--- src/rtl/up_stream_ctrl_if.sv ---
// Handshake bundle between the upsampling playback sequencer and its FIFO/DAC neighbours.
// master: the surrounding datapath/stimulus side; slave: the sequencer itself.
interface up_stream_ctrl_if #(
  parameter int CNT_WIDTH = 7
);
  logic                 start;
  logic                 stop;
  logic [CNT_WIDTH-1:0] fifo_count;
  logic                 fifo_empty;
  logic                 fifo_full;
  logic                 wr_en;
  logic                 rd_en;
  logic                 interp_ena;
  logic                 dac_mute;
  logic                 dac_sleep;
  logic [1:0]           state;
  logic                 busy;
  logic [7:0]           underrun_cnt;
  logic [7:0]           overflow_cnt;

  modport master (
    output start, stop, fifo_count, fifo_empty, fifo_full, wr_en,
    input  rd_en, interp_ena, dac_mute, dac_sleep, state, busy,
           underrun_cnt, overflow_cnt
  );

  modport slave (
    input  start, stop, fifo_count, fifo_empty, fifo_full, wr_en,
    output rd_en, interp_ena, dac_mute, dac_sleep, state, busy,
           underrun_cnt, overflow_cnt
  );
endinterface

--- src/rtl/up_stream_ctrl.sv ---
// Playback sequencer: prefills the FIFO, paces reads at one per 2^SAMPLE_RATE clocks,
// gates the interpolator, mutes the DAC on underrun and drains the FIFO on stop.
module up_stream_ctrl #(
  parameter int FIFO_DEPTH    = 64,
  parameter int CNT_WIDTH     = 7,
  parameter int SAMPLE_RATE   = 4,
  parameter int PREFILL_LEVEL = 32
) (
  input logic           clk,
  input logic           rst,
  up_stream_ctrl_if.slave bus
);

  typedef enum logic [1:0] {
    IDLE    = 2'd0,
    PREFILL = 2'd1,
    RUN     = 2'd2,
    DRAIN   = 2'd3
  } state_t;

  // Out-of-range prefill levels can never be satisfied, so PREFILL is never left.
  localparam bit PREFILL_LEGAL = (PREFILL_LEVEL >= 1) && (PREFILL_LEVEL <= FIFO_DEPTH);

  state_t                 st;
  state_t                 next_st;
  logic [SAMPLE_RATE-1:0] phase;
  logic                   slot;
  logic                   prefill_met;
  logic                   rd_req;
  logic                   underrun;

  assign slot        = (phase == '1);
  assign prefill_met = PREFILL_LEGAL &&
                       (32'(bus.fifo_count) >= 32'(PREFILL_LEVEL));
  assign bus.state   = st;

  always_comb begin
    next_st  = st;
    rd_req   = 1'b0;
    underrun = 1'b0;
    case (st)
      IDLE: begin
        if (bus.start && !bus.stop) next_st = PREFILL;
      end
      PREFILL: begin
        if (bus.stop)         next_st = IDLE;
        else if (prefill_met) next_st = RUN;
      end
      RUN: begin
        // The slot decision uses the pre-stop state, so a read still issues alongside stop.
        rd_req = slot && !bus.fifo_empty;
        if (bus.stop) begin
          next_st = DRAIN;
        end else if (slot && bus.fifo_empty) begin
          next_st  = PREFILL;
          underrun = 1'b1;
        end
      end
      DRAIN: begin
        rd_req = slot && !bus.fifo_empty;
        if (bus.stop || (slot && bus.fifo_empty)) next_st = IDLE;
      end
      default: next_st = IDLE;
    endcase
  end

  // Output registers are loaded from next_st so they change on the same edge as state.
  always_ff @(posedge clk or posedge rst) begin
    if (rst) begin
      st               <= IDLE;
      phase            <= '0;
      bus.rd_en        <= 1'b0;
      bus.interp_ena   <= 1'b0;
      bus.dac_mute     <= 1'b1;
      bus.dac_sleep    <= 1'b1;
      bus.busy         <= 1'b0;
      bus.underrun_cnt <= '0;
      bus.overflow_cnt <= '0;
    end else begin
      st             <= next_st;
      bus.rd_en      <= rd_req;
      bus.interp_ena <= (next_st == RUN) || (next_st == DRAIN);
      bus.dac_mute   <= !((next_st == RUN) || (next_st == DRAIN));
      bus.dac_sleep  <= (next_st == IDLE);
      bus.busy       <= (next_st != IDLE);

      if ((next_st != st) || !((st == RUN) || (st == DRAIN)))
        phase <= '0;
      else
        phase <= phase + 1'b1;

      if (underrun && (bus.underrun_cnt != 8'hFF))
        bus.underrun_cnt <= bus.underrun_cnt + 8'd1;

      if (bus.wr_en && bus.fifo_full && (bus.overflow_cnt != 8'hFF))
        bus.overflow_cnt <= bus.overflow_cnt + 8'd1;
    end
  end

endmodule

--- src/flat_wrapper.sv ---
// flat-port wrapper written by rule: the top's interface ports become plain ports
module up_stream_ctrl_flat 
#(
  parameter int FIFO_DEPTH    = 64,
  parameter int CNT_WIDTH     = 7,
  parameter int SAMPLE_RATE   = 4,
  parameter int PREFILL_LEVEL = 32
)
  (clk, rst, bus_start, bus_stop, bus_fifo_count, bus_fifo_empty, bus_fifo_full, bus_wr_en, bus_rd_en, bus_interp_ena, bus_dac_mute, bus_dac_sleep, bus_state, bus_busy, bus_underrun_cnt, bus_overflow_cnt);
  up_stream_ctrl_if #(.CNT_WIDTH(CNT_WIDTH)) bus_i ();
  input logic clk;
  input logic rst;
  input wire logic [$bits(bus_i.start)-1:0] bus_start;
  input wire logic [$bits(bus_i.stop)-1:0] bus_stop;
  input wire logic [$bits(bus_i.fifo_count)-1:0] bus_fifo_count;
  input wire logic [$bits(bus_i.fifo_empty)-1:0] bus_fifo_empty;
  input wire logic [$bits(bus_i.fifo_full)-1:0] bus_fifo_full;
  input wire logic [$bits(bus_i.wr_en)-1:0] bus_wr_en;
  output wire logic [$bits(bus_i.rd_en)-1:0] bus_rd_en;
  output wire logic [$bits(bus_i.interp_ena)-1:0] bus_interp_ena;
  output wire logic [$bits(bus_i.dac_mute)-1:0] bus_dac_mute;
  output wire logic [$bits(bus_i.dac_sleep)-1:0] bus_dac_sleep;
  output wire logic [$bits(bus_i.state)-1:0] bus_state;
  output wire logic [$bits(bus_i.busy)-1:0] bus_busy;
  output wire logic [$bits(bus_i.underrun_cnt)-1:0] bus_underrun_cnt;
  output wire logic [$bits(bus_i.overflow_cnt)-1:0] bus_overflow_cnt;
  assign bus_i.start = bus_start;
  assign bus_i.stop = bus_stop;
  assign bus_i.fifo_count = bus_fifo_count;
  assign bus_i.fifo_empty = bus_fifo_empty;
  assign bus_i.fifo_full = bus_fifo_full;
  assign bus_i.wr_en = bus_wr_en;
  assign bus_rd_en = bus_i.rd_en;
  assign bus_interp_ena = bus_i.interp_ena;
  assign bus_dac_mute = bus_i.dac_mute;
  assign bus_dac_sleep = bus_i.dac_sleep;
  assign bus_state = bus_i.state;
  assign bus_busy = bus_i.busy;
  assign bus_underrun_cnt = bus_i.underrun_cnt;
  assign bus_overflow_cnt = bus_i.overflow_cnt;
  up_stream_ctrl #(.FIFO_DEPTH(FIFO_DEPTH), .CNT_WIDTH(CNT_WIDTH), .SAMPLE_RATE(SAMPLE_RATE), .PREFILL_LEVEL(PREFILL_LEVEL)) u_core (.clk(clk), .rst(rst), .bus(bus_i));
endmodule
--- config.mk ---
export PLATFORM = sky130hd
export DESIGN_NAME = up_stream_ctrl_flat
export DESIGN_NICKNAME = d
export VERILOG_FILES = /design/src/rtl/up_stream_ctrl_if.sv /design/src/rtl/up_stream_ctrl.sv /design/src/flat_wrapper.sv
export SDC_FILE = /design/constraint.sdc
export NUM_CORES = 1
export LEC_CHECK = 0
export ABC_CLOCK_PERIOD_IN_PS = 4200
export BUFFER_PORTS_ARGS = -buffer_cell sky130_fd_sc_hd__buf_4
export CORE_AREA = 3 3 77 79
export DETAILED_ROUTE_END_ITERATION = 6
export DIE_AREA = 0 0 80 82
export GPL_TIMING_DRIVEN = 0
export HOLD_SLACK_MARGIN = 0.15
export SETUP_SLACK_MARGIN = 0.2
export SLEW_MARGIN = 0
export SYNTH_ARGS = -nofsm -noshare
export SYNTH_HDL_FRONTEND = slang
export SYNTH_SLANG_ARGS = --single-unit
--- constraint.sdc ---
create_clock -name clk -period 4.2 [get_ports clk]
set_clock_uncertainty 0.1 [all_clocks]
set_input_delay 0.84 -clock clk [delete_from_list [all_inputs] [get_ports clk]]
set_output_delay 0.84 -clock clk [all_outputs]
set_load 0.03 [all_outputs]
==> impl_metrics.env <==
export IMPL_critical_path_cell_chain="buf_4 > nand4_4 > or3_4 > a21oi_2 > mux2_2"
export IMPL_firstDrtPassIters=4
export IMPL_diodes=0
export IMPL_tritoncts_num_sinks=27
export IMPL_netlist_area_sq_um=1300
export IMPL_synth_cell_type_count=35
export IMPL_post_synth_main_area_contributors="dfrtp_1 (48%), xor2_1 (7.4%), dfstp_2 (4.0%)"
export IMPL_crit_arrival_ns=2.04
export IMPL_maxCapViolCount=0
export IMPL_critical_path_required_time_ns=4.26
export IMPL_floorplan_die_area_sq_um=6560
export IMPL_vias=947
export IMPL_groute_usage_overall_pct=8.29
export IMPL_grt_first_pass_wirelength_um=4280
export IMPL_setup_worst_path_class="in -> reg"
export IMPL_initialDrtViolationCount=40
export IMPL_synth_ff_latch_count=27
export IMPL_p_sw_uw=345
export IMPL_synth_nets=134
export IMPL_drc=0
export IMPL_synth_most_common_cell="dfrtp_1"
export IMPL_ys_flop_type="dfrtp_1"
export IMPL_setup_ws_ns=2.22
export IMPL_initial_utilization_pct=24.1
export IMPL_vias_per_cell=4.23
export IMPL_floorplan_die_width_um=80
export IMPL_synth_top_cell_area_share_pct=48.0
export IMPL_slew_headroom_pct=32.7
export IMPL_tritoncts_num_buffers=3
export IMPL_pwr_share_seq_pct=42.7
export IMPL_critical_path_endpoint_type="flip-flop"
export IMPL_io_pin_count=37
export IMPL_cts_tree="done"
export IMPL_cts_setup_buffers=0
export IMPL_cts_resized=0
export IMPL_power_share_switching_pct=39.5
export IMPL_worstPathMaxFanout=6
export IMPL_layout_min_cycle_time_ns=1.98
export IMPL_min_path_type="reg -> reg"
export IMPL_synth_top_cells_by_count="dfrtp_1 (25), nor2_1 (14), xor2_1 (11)"
export IMPL_grt_start_max_net_pins=28
export IMPL_grt_setup_unrepaired="false"
export IMPL_grt_ovfl_total=0
export IMPL_async_flop_share_pct=100
export IMPL_achievable_frequency_mhz=505
export IMPL_ys_warnings=0
export IMPL_detailedPlacementHpwl_um=1950
export IMPL_count_of_buffer_and_inverter_cells_on_the_critical_path=1
export IMPL_clk_pin_slew_ns=0.09
export IMPL_p_leak_uw=0.000786
export IMPL_p_int_uw=530
export IMPL_floorplan_die_height_um=82
export IMPL_per_cell_routed_wire_length_um=11.2
export IMPL_synthesis_instances=117
export IMPL_synthToLayoutAreaGrowth_pct=28.5
export IMPL_vdd_ir_drop_max_v=0.000182
export IMPL_gp_routability_congestion=0.740
export IMPL_maxSlewViolCount=0
export IMPL_final_antenna_net_count=0
export IMPL_critical_path_slowest_cell="or3_4"
export IMPL_nFillCells=574
export IMPL_post_place_ws_ns=1.92
export IMPL_timing_critical_path_slowest_cell_delay_ns=0.45
export IMPL_route_final_wire_length_um=2510
export IMPL_clock_tree_htree_level_count=1
export IMPL_cts_root_to_sink_buffers=2
export IMPL_critical_path_top_delay_family="simple AND/OR/NAND/NOR gates"
export IMPL_setup_viol_count_final=0
export IMPL_core_area_sq_um=5410
export IMPL_number_of_enable_flip_flop_cells_after_synthesis=0
export IMPL_finish_net_count=170
export IMPL_post_cts_hold_buffer_count=0
export IMPL_port_buffer_count=31
export IMPL_syn_avg_cell_area_sq_um=11.1
export IMPL_crit_path_start_kind="input port"
export IMPL_clock_insertion_delay_worst_skew_ns=0.27
export IMPL_first_global_vias=934
export IMPL_worst_margin_slew_ns=1.01
export IMPL_report_final_hold_viol_count=0
export IMPL_synthDominantAreaCellType="dfrtp_1"
export IMPL_sequential_to_total_area_share_from_yosys_stat_pct=52.1
export IMPL_share_clk_of_total_power_pct=16.9
export IMPL_number_of_antenna_violations_at_the_first_check_in_global_routing=0
export IMPL_final_min_period_over_clock_period_pct=47.2
export IMPL_number_of_placement_rows=27
export IMPL_outcome="complete, no violations"
export IMPL_comb_power_share_pct=40.4
export IMPL_clock_tree_root_cell="clkbuf_8"
export IMPL_power_per_cell_area_nw_per_um2=523
export IMPL_ratio_of_cells_with_drive_above_1_in_the_final_layout_pct=32.2
export IMPL_timing_setup_tns_ns=0
-- power groups by stage --
stage	logic [uW]	clock network (uW)	registers [uW]
floorplan	122	0	486
global placement	355	0	379
detailed placement	360	0	381
CTS	360	158	376
global route	381	167	384
finish	354	148	374
-- per-layer routing --
metal	GRT usage [%]	vias up	wire (um)
met1	10.5	438	1150
met4	2.53	0	18
met2	13.2	29	1150
li1	-	478	-
met3	2.96	2	188
met5	0	-	0
-- final cells by class --
| cell class | instances | area (sq um) | share of cell area, % |
|---|---|---|---|
| sequential | 27 | 678 | 40.5 |
| multi-input combinational | 82 | 583 | 34.8 |
| timing repair buffer | 31 | 233 | 13.9 |
| tap | 72 | 90.1 | 5.38 |
| clock buffer | 3 | 41.3 | 2.47 |
| inverter | 6 | 22.5 | 1.35 |
| buffer | 2 | 18.8 | 1.12 |
| clock inverter | 1 | 7.51 | 0.448 |
-- cell usage in the layout, fill, tap and decap left out, types with 2 or more instances in the layout --
cell type	instances
clkbuf_8	3
xnor2_1	3
ha_1	3
nor3_1	5
nand2b_1	2
a21oi_1	2
mux2_2	2
nor2_1	14
a2111oi_2	2
inv_1	6
dfstp_2	2
buf_4	32
nand2_1	6
dfrtp_1	25
nand3_1	8
xor2_1	11
o21ai_0	4
nand4_1	3
-- path summary, 6_finish.rpt --
check,from,endpoint,slack (ns),depth (start not counted)
max reg2reg,u_core.phase[0]$_DFF_PP0_,u_core.bus.underrun_cnt[1]$_DFFE_PP0P_,2.23,5
min reg2reg,u_core.phase[0]$_DFF_PP0_,u_core.phase[0]$_DFF_PP0_,0.37,1
min,u_core.phase[0]$_DFF_PP0_,u_core.phase[0]$_DFF_PP0_,0.37,1
min in group asynchronous,rst,u_core.bus.overflow_cnt[6]$_DFFE_PP0P_,0.70,2
max,bus_fifo_empty,u_core.bus.underrun_cnt[1]$_DFFE_PP0P_,2.22,5
max in group asynchronous,rst,u_core.bus.state[0]$_DFF_PP0_,2.69,2
-- registers in the layout (all words and copies together) (netlist names) --
signal,count
u_core.bus.dac_sleep,1
u_core.bus.rd_en,1
u_core.bus.busy,1
u_core.bus.dac_mute,1
u_core.bus.overflow_cnt,8
u_core.phase,4
u_core.bus.underrun_cnt,8
u_core.bus.state,2
u_core.bus.interp_ena,1
-- kinds of logic after synthesis --
group                      Yosys count  share of synthesized area [%]
and+or+nand+nor                     46                           19.1
DFF                                 27                           52.1
AOI/OAI and AO/OA                   16                           10.9
xor gates and xnor gates            14                           9.41
buffers and inverters                8                           3.17
muxes                                3                           2.50
adders and majority gates            3                           2.88
-- stage by stage --
step | hold slack, ns | utilization (%) | cell area [sq um] | instances | total power [uW]
2_1_floorplan | 0.331 | - | 1300 | 117 | 608
3_3_place_gp | 0.356 | 30.1 | 1630 | 220 | 735
3_5_place_dp | 0.356 | 30.1 | 1630 | 220 | 741
4_1_cts | 0.370 | 31.0 | 1670 | 224 | 894
5_1_grt | 0.398 | 31.0 | 1670 | 224 | 932
6_report | 0.368 | 31.0 | 1670 | 224 | 875
Note: power is estimated with default switching activity, not from simulation.
